==> config.mk <==
export PLATFORM = sky130hd
export DESIGN_NAME = bitwise_logic_unit
export DESIGN_NICKNAME = d
export VERILOG_FILES = /design/src/rtl/bitwise_logic_unit.sv
export SDC_FILE = /design/constraint.sdc
export NUM_CORES = 1
export LEC_CHECK = 0
export BUFFER_PORTS_ARGS = -buffer_cell sky130_fd_sc_hd__buf_2
export CORE_MARGIN = 5
export CORE_UTILIZATION = 60
export CTS_CLUSTER_DIAMETER = 80
export CTS_CLUSTER_SIZE = 10
export DETAILED_ROUTE_END_ITERATION = 7
export GPL_ROUTABILITY_DRIVEN = 0
export GPL_TIMING_DRIVEN = 1
export PLACE_DENSITY = 0.86
export RECOVER_POWER = 50
export SLEW_MARGIN = 20
export SYNTH_ARGS = -nofsm -noshare
export SYNTH_HDL_FRONTEND = slang
export SYNTH_SLANG_ARGS = --single-unit
==> constraint.sdc <==
create_clock -name clock -period 5.54 [get_ports clock]
set_input_delay 0.277 -clock clock [delete_from_list [all_inputs] [get_ports clock]]
set_output_delay 0.277 -clock clock [all_outputs]
set_load 0.02 [all_outputs]
==> src/rtl/bitwise_logic_unit.sv <==
// bitwise_logic_unit
//   Multi-cycle bitwise logic engine. Latches two WIDTH-bit operands and a 3-bit function code
//   on an in_valid/in_ready handshake, then evaluates SLICE result bits per cycle. The finished
//   result is offered on an out_valid/out_ready handshake.
//
//   Optional feature: define BITWISE_ZERO_FLAG_EN to add the registered `zero` output
//   (1 when the finished result is all zeros, valid with out_valid).
//
// Parameters
//   WIDTH      operand/result width, multiple of SLICE
//   SLICE      bits evaluated per cycle, >= 1, divides WIDTH
// Ports
//   clock      rising-edge clock
//   reset_n    asynchronous active-low reset
//   in_valid   operands and op present
//   in_ready   unit can accept (IDLE)
//   op         000 NOT A, 001 AND, 010 OR, 011 XOR, 100 NOR, 101 NAND, 110 XNOR, 111 PASS A
//   data_a     operand A
//   data_b     operand B (ignored for NOT/PASS)
//   out_valid  result valid (DONE)
//   out_ready  consumer takes result
//   result     registered result
//   busy       high in RUN or DONE
//   zero       (BITWISE_ZERO_FLAG_EN only) result == 0, valid with out_valid
module bitwise_logic_unit #(
  parameter int unsigned WIDTH = 32,
  parameter int unsigned SLICE = 8
) (
  input  logic             clock,
  input  logic             reset_n,
  input  logic             in_valid,
  output logic             in_ready,
  input  logic [2:0]       op,
  input  logic [WIDTH-1:0] data_a,
  input  logic [WIDTH-1:0] data_b,
  output logic             out_valid,
  input  logic             out_ready,
  output logic [WIDTH-1:0] result,
  output logic             busy
`ifdef BITWISE_ZERO_FLAG_EN
  ,
  output logic             zero
`endif
);

  localparam int unsigned N    = WIDTH / SLICE;
  localparam int unsigned IdxW = (N > 1) ? $clog2(N) : 1;
  localparam logic [IdxW-1:0] LastIdx = IdxW'(N - 1);

  localparam logic [1:0] StIdle = 2'd0;
  localparam logic [1:0] StRun  = 2'd1;
  localparam logic [1:0] StDone = 2'd2;

  logic [1:0]       state_q, state_d;
  logic [IdxW-1:0]  idx_q, idx_d;
  logic [2:0]       op_q, op_d;
  logic [WIDTH-1:0] a_q, a_d;
  logic [WIDTH-1:0] b_q, b_d;
  logic [WIDTH-1:0] result_q, result_d;
  logic [SLICE-1:0] a_slice, b_slice, f_slice;

  function automatic logic [SLICE-1:0] eval_slice(input logic [2:0]       fn,
                                                   input logic [SLICE-1:0] a,
                                                   input logic [SLICE-1:0] b);
    logic [SLICE-1:0] r;
    unique case (fn)
      3'b000:  r = ~a;
      3'b001:  r = a & b;
      3'b010:  r = a | b;
      3'b011:  r = a ^ b;
      3'b100:  r = ~(a | b);
      3'b101:  r = ~(a & b);
      3'b110:  r = ~(a ^ b);
      default: r = a;
    endcase
    return r;
  endfunction

  // Current slice of the latched operands, selected by the slice counter.
  always_comb begin
    a_slice = a_q[int'(idx_q) * SLICE +: SLICE];
    b_slice = b_q[int'(idx_q) * SLICE +: SLICE];
    f_slice = eval_slice(op_q, a_slice, b_slice);
  end

  always_comb begin
    state_d  = state_q;
    idx_d    = idx_q;
    op_d     = op_q;
    a_d      = a_q;
    b_d      = b_q;
    result_d = result_q;
    case (state_q)
      StIdle: begin
        if (in_valid) begin
          op_d     = op;
          a_d      = data_a;
          b_d      = data_b;
          idx_d    = '0;
          result_d = '0;
          state_d  = StRun;
        end
      end
      StRun: begin
        result_d[int'(idx_q) * SLICE +: SLICE] = f_slice;
        idx_d = idx_q + 1'b1;
        if (idx_q == LastIdx) begin
          state_d = StDone;
        end
      end
      StDone: begin
        if (out_ready) begin
          state_d = StIdle;
        end
      end
      default: state_d = StIdle;
    endcase
  end

  always_ff @(posedge clock or negedge reset_n) begin
    if (!reset_n) begin
      state_q  <= StIdle;
      idx_q    <= '0;
      op_q     <= '0;
      a_q      <= '0;
      b_q      <= '0;
      result_q <= '0;
    end else begin
      state_q  <= state_d;
      idx_q    <= idx_d;
      op_q     <= op_d;
      a_q      <= a_d;
      b_q      <= b_d;
      result_q <= result_d;
    end
  end

`ifdef BITWISE_ZERO_FLAG_EN
  // Running AND of per-slice zero tests; seeded to 1 on accept, frozen outside RUN.
  logic zero_q, zero_d;

  always_comb begin
    zero_d = zero_q;
    if (state_q == StIdle && in_valid) begin
      zero_d = 1'b1;
    end else if (state_q == StRun) begin
      zero_d = zero_q & (f_slice == '0);
    end
  end

  always_ff @(posedge clock or negedge reset_n) begin
    if (!reset_n) begin
      zero_q <= 1'b0;
    end else begin
      zero_q <= zero_d;
    end
  end

  assign zero = zero_q;
`endif

  // in_ready is gated by reset_n so it reads 0 while reset is held.
  assign in_ready  = (state_q == StIdle) & reset_n;
  assign out_valid = (state_q == StDone);
  assign busy      = (state_q == StRun) | (state_q == StDone);
  assign result    = result_q;

endmodule
==> results of run 1 <==
==> sequential cells by signal, summed over array words and instances, names as in the netlist <==
name	count
a_q	32
b_q	32
idx_q	2
op_q	3
result	32
state_q	2
==> final cells by class <==
type	instances	area, um^2	area share (%)
inverter	25	93.8	1.57
clock inverter	7	62.6	1.05
clock buffer	9	124	2.08
tap	108	135	2.26
sequential	103	2580	43.3
multi-input combinational	279	2460	41.3
timing repair buffer	108	507	8.49
==> worst max-delay path, cell delays in order <==
cell	delay, ns
dlygate4sd3_1	0.52
clkbuf_1	1.50
and2_1	0.27
buf_2	0.17
==> kinds of logic (layout without fill, tap and decap cells) <==
| family | count (synthesis) | count (layout) |
|---|---|---|
| adders and majority gates | 23 | 23 |
| AOI/OAI and AO/OA | 85 | 85 |
| and+or+nand+nor | 82 | 82 |
| DFF | 103 | 103 |
| buffers and inverters | 49 | 149 |
| muxes | 89 | 89 |
==> routing by layer <==
metal  global-route usage, %  routed length, um  vias to the layer above
met1                    30.5               4850                     1932
met2                    36.2               6050                      135
met3                    5.91                726                       29
met4                    9.56                341                        0
li1                        -                  -                     1752
met5                       0                  0                        -
==> through the flow <==
| step | utilization, % | instance area (um^2) | cells | power [mW] |
|---|---|---|---|---|
| global placement | 67.3 | 5810 | 622 | 3.16 |
| detailed placement | 67.3 | 5810 | 622 | 3.31 |
| CTS | 69.6 | 6010 | 639 | 3.76 |
| floorplan | - | 5250 | 431 | 2.84 |
| global route | 69.1 | 5970 | 639 | 4.04 |
| finish | 69.1 | 5970 | 639 | 3.76 |
==> path summary, 6_finish.rpt <==
kind,from,slack [ns],end
max in group asynchronous,reset_n,2.63,op_q[1]
worst min register to register,result[5],0.50,result[5]
worst max register to register,idx_q[0],2.64,result[10]
worst min-delay path,data_a[9],0.13,a_q[9]
worst max-delay path,reset_n,2.50,in_ready
min in group asynchronous,reset_n,1.04,b_q[4]
==> synthesized netlist by cell type (3+ instances only) <==
master,n
dfrtp_1,103
clkbuf_1,9
buf_1,4
inv_2,6
nand2_1,36
a21oi_1,10
mux2_2,73
ha_1,23
a21oi_2,10
o22ai_1,8
a311oi_1,6
mux4_2,14
nand4b_1,12
o211ai_1,6
o21ai_0,5
o21ai_1,37
or2_1,7
nand3_1,6
nand3b_1,8
nor2_1,3
inv_1,19
buf_2,7
==> where the power goes <==
group | switching, mW | leakage [nW] | total (mW) | internal [mW]
clock network | 0.275 | 0.0980 | 0.449 | 0.174
logic | 1.01 | 1.28 | 1.92 | 0.919
registers | 0.332 | 1.28 | 1.39 | 1.05
total | 1.61 | 2.65 | 3.76 | 2.15
==> run summary, run 1 <==
Synth Area in Compound Gates -> 9.98%
Worst setup EP type -> output port
Iteration-0 DRC Markers -> 220
Die Ht -> 104 um
Clock root buffer -> clkbuf_8
Leading area contributor after synthesis -> dfrtp_1
Crit path max fanout -> 36
CTS tree -> built
Ports -> 106
Post-synthesis mux area share -> 22.6%
Largest net degree at the start of global routing -> 70
Ys async rst share -> 100%
Ratio of total power to cell area -> 630 mW/mm^2
Critical Path RT -> 5.26 ns
Die area -> 0.0107 mm^2
Period utilisation layout -> 54.9%
Initial antenna violation count -> 0
Inserted Diodes -> 0
Status -> finished, violations left
Fin. Hold Viols -> 0
Max Clk Rate -> 329 MHz
Post-Syn Area -> 0.00525 mm^2
# setup viols final -> 0
Pins over their slew limit -> 37
Most common cell after layout, fill and taps aside -> dfrtp_1
Port bufs -> 105
Worst EP arrival -> 2.77 ns
RSZ-0062 raised after global routing -> false
Post-synth EDFFs -> 0
DR vias/cell -> 6.02
Synthesis warning total -> 0
Final WS setup -> 2.50 ns
R2r worst-path depth -> 8
Hold_buf cts -> 1
Hold/Removal Path Class -> in2reg
Core area -> 0.00864 mm^2
Synth Area in XOR/XNOR -> 0%
Final net count -> 620
Post-synth cell types -> 36
GR Overflow Total -> 0
Dpl ws -> 2.30 ns
Crit start category -> primary input
Vias in the first global route -> 4090
Synthesized net count -> 525
H-Tree Depth -> 3
Global-route usage over all layers -> 23.0%
# rows -> 34
Post-DP HPWL -> 8740 um
First-pass GRT wire length -> 20100 um
Syn Area/Cell -> 12.2 um^2
Synth Register Bits -> 103
Resized Gates After CTS -> 0
Clock Path Buffers -> 2
DR DRC count -> 0
Filler Cell Count -> 632
VDD IR-drop max -> 0.303 mV
DR pass1 iterations -> 5
Sequential fraction of the synthesis area -> 49.1%
Simple-Gate Fraction of Synth Area -> 8.74%
Synth area leaders -> dfrtp_1 49%, mux2_2 16%, mux4_2 6.0%, ha_1 5.5%, o21ai_1 3.5%
Post-synthesis adder-cell area fraction -> 5.48%
Initial Util -> 60.8%
Routed WL -> 12000 um
Total clock sinks -> 103
Worst hold path stage count -> 2
Largest family of logic cells by synthesized area -> multiplexers
Worst-margin pin slew -> 2.11 ns
Via count -> 3848
WL/cell -> 18.7 um
Main synth FF type -> dfrtp_1
Setup bufs post-CTS -> 0
Final hold slack -> 0.129 ns
Remaining antenna violation count -> 0
Die Width -> 104 um
Post-synth top area share -> 49.1%
Failing checks -> max-capacitance violations, max-slew violations
Max-cap violation count -> 1
Most frequent cells in the layout -> 100 x dfrtp_1, 73 x mux2_2, 70 x buf_2
Worst-path clk slew -> 0.11 ns
TritonCTS buffer count -> 9
Max_slew headroom -> -40.6%
Setup TNS -> 0 ns
Clock Skews -> 0.00979 ns
Clk_lat worst skew -> 0.36 ns
Leakage Power -> 2.65 nW
Area Overhead vs Synth -> 13.6%
Synth Instances -> 431
Worst setup path class -> in2out
Minimum clock period -> 3.04 ns
Layout cells sized above 1 -> 37.3%
Power figures use the tool's default switching activity.
==> run 2: changes to the inputs <==
--- a/config.mk
+++ b/config.mk
@@ -5,15 +5,16 @@
 export SDC_FILE = /design/constraint.sdc
 export NUM_CORES = 1
 export LEC_CHECK = 0
+export ABC_AREA = 1
 export BUFFER_PORTS_ARGS = -buffer_cell sky130_fd_sc_hd__buf_2
 export CORE_MARGIN = 5
-export CORE_UTILIZATION = 60
+export CORE_UTILIZATION = 56
 export CTS_CLUSTER_DIAMETER = 80
 export CTS_CLUSTER_SIZE = 10
 export DETAILED_ROUTE_END_ITERATION = 7
 export GPL_ROUTABILITY_DRIVEN = 0
 export GPL_TIMING_DRIVEN = 1
-export PLACE_DENSITY = 0.86
+export PLACE_DENSITY = 0.81
 export RECOVER_POWER = 50
 export SLEW_MARGIN = 20
 export SYNTH_ARGS = -nofsm -noshare
==> constraint.sdc (replaced) <==
create_clock -name clock -period 3.1 [get_ports clock]
set_input_delay 0.155 -clock clock [delete_from_list [all_inputs] [get_ports clock]]
set_output_delay 0.155 -clock clock [all_outputs]
set_load 0.02 [all_outputs]
==> run summary, run 2 <==
Worst EP arrival -> 3.00 ns (+0.23 ns)
Port bufs -> 105 (unchanged)
# rows -> 36 (+5.9%)
Leading area contributor after synthesis -> dfrtp_1
Resized Gates After CTS -> 0 (unchanged)
Clk_lat worst skew -> 0.38 ns (+0.02 ns)
Most common cell in the netlist -> nand2_1
Leakage Power -> 3.65 nW (+38%)
Layout cells sized above 1 -> 11.8% (-25 points)
CTS tree -> built
Ys async rst share -> 100% (unchanged)
Worst setup path class -> reg2reg
Dpl cell area -> 0.00607 mm^2 (+4.5%)
Minimum clock period -> 2.71 ns
H-Tree Depth -> 3 (unchanged)
Worst-path clk slew -> 0.09 ns (-0.02 ns)
Synthesis warning total -> 0 (unchanged)
WL/cell -> 15.3 um (-18%)
Post-DP HPWL -> 10400 um (+19%)
Main synth FF type -> dfrtp_1
Die Ht -> 109 um (+5.3%)
Remaining antenna violation count -> 0 (unchanged)
Final net count -> 984 (+59%)
Die Width -> 109 um (+5.3%)
Ratio of total power to cell area -> 944 mW/mm^2 (+50%)
Setup TNS -> 0 ns (unchanged)
Post-synth EDFFs -> 0 (unchanged)
Clock root buffer -> clkbuf_8
Clock Skews -> 0.0150 ns (+0.00522 ns)
Iteration-0 DRC Markers -> 388 (+76%)
DR vias/cell -> 5.44 (-9.7%)
Core area -> 0.00968 mm^2 (+12%)
Post-synth cell types -> 28 (-22%)
VDD IR-drop max -> 0.427 mV (+41%)
Critical Path RT -> 3.39 ns (-1.87 ns)
Die area -> 0.0119 mm^2 (+11%)
Vias in the first global route -> 5410 (+32%)
Status -> finished clean
Finished Cell Area -> 0.00690 mm^2 (+16%)
Fin util -> 71.2% (+2.1 points)
Synth Register Bits -> 103 (unchanged)
Setup bufs post-CTS -> 0 (unchanged)
Worst-margin pin slew -> 1.19 ns (-0.922 ns)
Initial Util -> 56.7% (-4.1 points)
Crit path max fanout -> 20 (-44%)
Ports -> 106 (unchanged)
Routed WL -> 15700 um (+31%)
Synth Instances -> 736 (+71%)
RSZ-0062 raised after global routing -> false
Worst setup EP type -> flip-flop
Fin. Hold Viols -> 0 (unchanged)
Dpl ws -> 0.447 ns (-1.86 ns)
Crit start category -> flip-flop
Max-cap violation count -> 0 (-1)
First-pass GRT wire length -> 25700 um (+28%)
Post-synth top cells -> 345 x nand2_1, 103 x dfrtp_1, 53 x inv_1
Final WS setup -> 0.392 ns (-2.11 ns)
Most frequent cells in the layout -> 344 x nand2_1, 103 x dfrtp_1, 72 x buf_2
Synth area leaders -> dfrtp_1 47%, nand2_1 24%, ha_1 5.2%, nand3_1 3.7%, nand4_1 3.6%
Final hold slack -> 0.0187 ns (-0.110 ns)
Max_slew headroom -> 20.8% (+61 points)
Max Clk Rate -> 369 MHz
DR DRC count -> 0 (unchanged)
Hold_buf cts -> 66 (+65)
TritonCTS buffer count -> 9 (unchanged)
Total clock sinks -> 103 (unchanged)
GR Overflow Total -> 0 (unchanged)
Initial antenna violation count -> 0 (unchanged)
DR pass1 iterations -> 5 (unchanged)
Global-route usage over all layers -> 27.5% (+4.5 points)
Clock Path Buffers -> 2 (unchanged)
Pins over their slew limit -> 0 (-100%)
Post-Syn Area -> 0.00549 mm^2 (+4.5%)
Synthesized net count -> 830 (+58%)
Syn Area/Cell -> 7.46 um^2 (-39%)
Area Overhead vs Synth -> 25.6%
Hold/Removal Path Class -> in2reg
Post-synth top area share -> 46.9% (-2.1 points)
Sequential fraction of the synthesis area -> 46.9% (-2.1 points)
Via count -> 5595 (+45%)
Period utilisation layout -> 87.3%
Largest net degree at the start of global routing -> 71 (+1.4%)
# setup viols final -> 0 (unchanged)
Most common cell after layout, fill and taps aside -> nand2_1
[run 2: cell types whose count changed in the layout (fill, tap and decap cells not counted), moves of 9 or more]
cell and delta:
dlygate4sd3_1 +65, nand4_1 +32, mux4_2 -14, nand2_1 +309, inv_1 +34, nand3_1 +35
o21ai_1 -25, nor2_1 +30, mux2_2 -73, a21oi_2 -9, nand4b_1 -12
[run 2: cell type report]
type	instances	area, um^2
Sequential cell	103	2580
Multi-Input combinational cell	540	2540
Inverter	60	225
Timing Repair Buffer	176	1180
Clock buffer	11	141
Tap cell	133	166
Clock inverter	5	63.8
Antenna cell	1	2.50
Fill cell	758	2790
[run 2: cell families (layout without fill, tap and decap cells)]
group / Yosys count / in the layout / share of synthesized area (%)
AOI/OAI and AO/OA: 55 / 55 / 6.13
adders and majority gates: 23 / 23 / 5.24
buffers and inverters: 93 / 252 / 6.86
DFF: 103 / 103 / 46.9
other: 0 / 1 / 0
and+or+nand+nor: 462 / 462 / 34.8
[run 2: path summary, 6_finish.rpt]
kind,end,slack (ns),cells past startpoint,start
min in group asynchronous,result[14],0.55,2,reset_n
setup / recovery,result[15],0.39,12,idx_q[1]
hold reg to reg,result[22],0.49,2,result[22]
hold / removal,a_q[11],0.02,3,data_a[11]
setup reg to reg,result[15],0.39,12,idx_q[1]
max in group asynchronous,b_q[27],1.19,3,reset_n
[run 2: report_power, final]
part	switching, mW	internal [mW]	leakage (nW)
combinational	2.28	1.10	2.22
sequential	0.418	1.83	1.33
clock	0.472	0.403	0.101
total	3.17	3.34	3.65
[run 2: per-layer routing]
layer / wire length (um) / part of all wire, % / GRT usage, % / vias to the layer above
met4: 428 / 2.7 / 9.29 / 0
met5: 0 / 0 / 0 / -
met1: 6410 / 41 / 35.2 / 2612
li1: - / - / - / 2663
met3: 1150 / 7.3 / 5.57 / 39
met2: 7740 / 49 / 46.8 / 281
[run 2: critical path: stages, from the launching register on]
cell      delay [ns]
dfrtp_1         0.55
clkinv_1        0.28
buf_4           0.28
a32oi_1         0.32
inv_1           0.08
ha_1            0.27
inv_1           0.08
nand3_1         0.08
nand2_1         0.10
nor2_1          0.05
nand3_1         0.13
nand4_1         0.19
o21bai_1        0.20
[run 2: metrics by stage]
step                power (mW)  instances
floorplan                 4.64        736
global placement          5.34        946
detailed placement        5.50        946
CTS                       6.46       1028
global route              7.04       1028
finish                    6.51       1029
==> run 3: changes to the inputs <==
--- a/config.mk
+++ b/config.mk
@@ -7,8 +7,10 @@
 export LEC_CHECK = 0
 export ABC_AREA = 1
 export BUFFER_PORTS_ARGS = -buffer_cell sky130_fd_sc_hd__buf_2
+export CAP_MARGIN = 15
 export CORE_MARGIN = 5
 export CORE_UTILIZATION = 56
+export CTS_BUF_LIST = sky130_fd_sc_hd__clkbuf_16
 export CTS_CLUSTER_DIAMETER = 80
 export CTS_CLUSTER_SIZE = 10
 export DETAILED_ROUTE_END_ITERATION = 7
==> run summary, run 3 (synthesized netlist as in run 2, its figures left out) <==
Worst setup EP type -> flip-flop
Setup bufs post-CTS -> 0 (unchanged)
DR pass1 iterations -> 5 (unchanged)
TritonCTS buffer count -> 9 (unchanged)
Max Clk Rate -> 368 MHz (-0.28%)
Ratio of total power to cell area -> 1030 mW/mm^2 (+8.8%)
Core area -> 0.00968 mm^2 (unchanged)
Worst-path clk slew -> 0.07 ns (-0.02 ns)
First-pass GRT wire length -> 24000 um (-6.6%)
# setup viols final -> 0 (unchanged)
Max-cap violation count -> 0 (unchanged)
Dpl ws -> 0.447 ns (unchanged)
Clock root buffer -> clkbuf_16
Global-route usage over all layers -> 25.6% (-2.0 points)
VDD IR-drop max -> 0.425 mV (-0.41%)
Final WS setup -> 0.385 ns (-0.00751 ns)
CP Cell Sequence -> clkinv_1 > buf_4 > a32oi_1 > inv_1 > ha_1 > inv_1 > nand3_1 > nand2_1 > nor2_1 > nand3_1 > nand4_1 > o21bai_1
Filler Cell Count -> 822 (+8.4%)
Routed WL -> 14500 um (-8.0%)
WL/cell -> 14.7 um (-3.6%)
CTS tree -> built
Status -> finished clean
Hold/Removal Path Class -> in2reg
Critical Path RT -> 3.36 ns (-0.03 ns)
Crit start category -> flip-flop
Layout cells sized above 1 -> 12.2% (+0.41 points)
FF-to-FF Start -> idx_q[1]
Die Ht -> 109 um (unchanged)
Clk_lat worst skew -> 0.35 ns (-0.03 ns)
CP startpoint -> idx_q[1]
Clock Skews -> 0.00791 ns (-0.00710 ns)
Total clock sinks -> 103 (unchanged)
Iteration-0 DRC Markers -> 366 (-5.7%)
Max_slew headroom -> 19.9% (-0.92 points)
Leakage Power -> 3.50 nW (-4.1%)
RSZ-0062 raised after global routing -> false
Pins over their slew limit -> 0 (unchanged)
Inserted Diodes -> 0 (-1)
Fin. Hold Viols -> 0 (unchanged)
Initial antenna violation count -> 0 (unchanged)
Critical-path top delay cell -> dfrtp_1
DR DRC count -> 0 (unchanged)
Period utilisation layout -> 87.6% (+0.24 points)
Final net count -> 938 (-4.7%)
Ports -> 106 (unchanged)
Initial Util -> 56.7% (unchanged)
Vias in the first global route -> 5074 (-6.2%)
Buf+Inv Stages, Crit Path -> 4 (unchanged)
Minimum clock period -> 2.72 ns (+0.00751 ns)
Port bufs -> 105 (unchanged)
Die Width -> 109 um (unchanged)
GR Overflow Total -> 0 (unchanged)
Clock Path Buffers -> 2 (unchanged)
Worst-margin pin slew -> 1.20 ns (+0.0138 ns)
Setup TNS -> 0 ns (unchanged)
Hold_buf cts -> 20 (-70%)
Worst EP arrival -> 2.98 ns (-0.02 ns)
Fin util -> 67.4% (-3.9 points)
Via count -> 5278 (-5.7%)
Max stage delay on crit path -> 0.55 ns (about the same)
Area Overhead vs Synth -> 18.8%
DR vias/cell -> 5.37 (-1.2%)
Crit path max fanout -> 20 (unchanged)
Top Family by Delay on Critical Path -> buffers and inverters
Resized Gates After CTS -> 0 (unchanged)
Critical hold path startpoint -> data_b[15]
Die area -> 0.0119 mm^2 (unchanged)
Worst setup path class -> reg2reg
H-Tree Depth -> 3 (unchanged)
Most common cell after layout, fill and taps aside -> nand2_1
Remaining antenna violation count -> 0 (unchanged)
# rows -> 36 (unchanged)
Largest net degree at the start of global routing -> 71 (unchanged)
Most frequent cells in the layout -> 344 x nand2_1, 103 x dfrtp_1, 71 x buf_2
Post-DP HPWL -> 10400 um (unchanged)
==> run 3: changes by cell type in the layout (fill, tap and decap cells not counted), sizes merged <==
cell,change
diode,-1
buf,-1
clkinv,+1
clkbuf,-1
dlygate4sd3,-46
inv,+1
==> run 3: power breakdown <==
part	leakage [nW]	internal [mW]	total, mW	switching [mW]
registers	1.33	1.84	2.25	0.415
clock network	0.145	0.628	1.13	0.502
logic	2.03	1.06	3.32	2.26
==> run 3: cell type report <==
cell class                      count  area (um^2)  area share [%]
Inverter                           60          225            3.45
Clock buffer                        9          225            3.45
Sequential cell                   103         2580            39.5
Tap cell                          133          166            2.55
Clock inverter                      7         71.3            1.09
Timing Repair Buffer              130          717            11.0
Multi-Input combinational cell    540         2540            38.9
==> run 3: final timing paths <==
path | to | slack, ns | depth (start not counted)
hold reg to reg | result[22] | 0.48 | 2
min in group asynchronous | result[26] | 0.61 | 2
hold / removal | b_q[15] | 0.006 | 3
setup reg to reg | result[15] | 0.38 | 12
setup / recovery | result[15] | 0.38 | 12
max in group asynchronous | b_q[29] | 1.16 | 3
==> run 3: worst min-delay path, delay by kind of cell <==
kind | cells | cell delay [ns]
and+or+nand+nor | 2 | 0.10
buffers and inverters | 1 | 0.07
==> run 3: metal layers <==
layer	share of wire (%)	track usage, %
met5	0	0
met2	47	40.7
met3	6.9	3.97
met4	2.6	10.4
met1	44	35.1
==> run 3: per-stage QoR <==
| step | power (mW) | instances | area [um^2] | hold slack, ns |
|---|---|---|---|---|
| floorplan | 4.64 | 736 | 5490 | -0.141 |
| global placement | 5.34 | 946 | 6070 | 0.193 |
| detailed placement | 5.50 | 946 | 6070 | 0.201 |
| CTS | 6.68 | 982 | 6570 | 0.000784 |
| global route | 7.25 | 982 | 6520 | 0.00921 |
| finish | 6.70 | 982 | 6520 | 0.00565 |
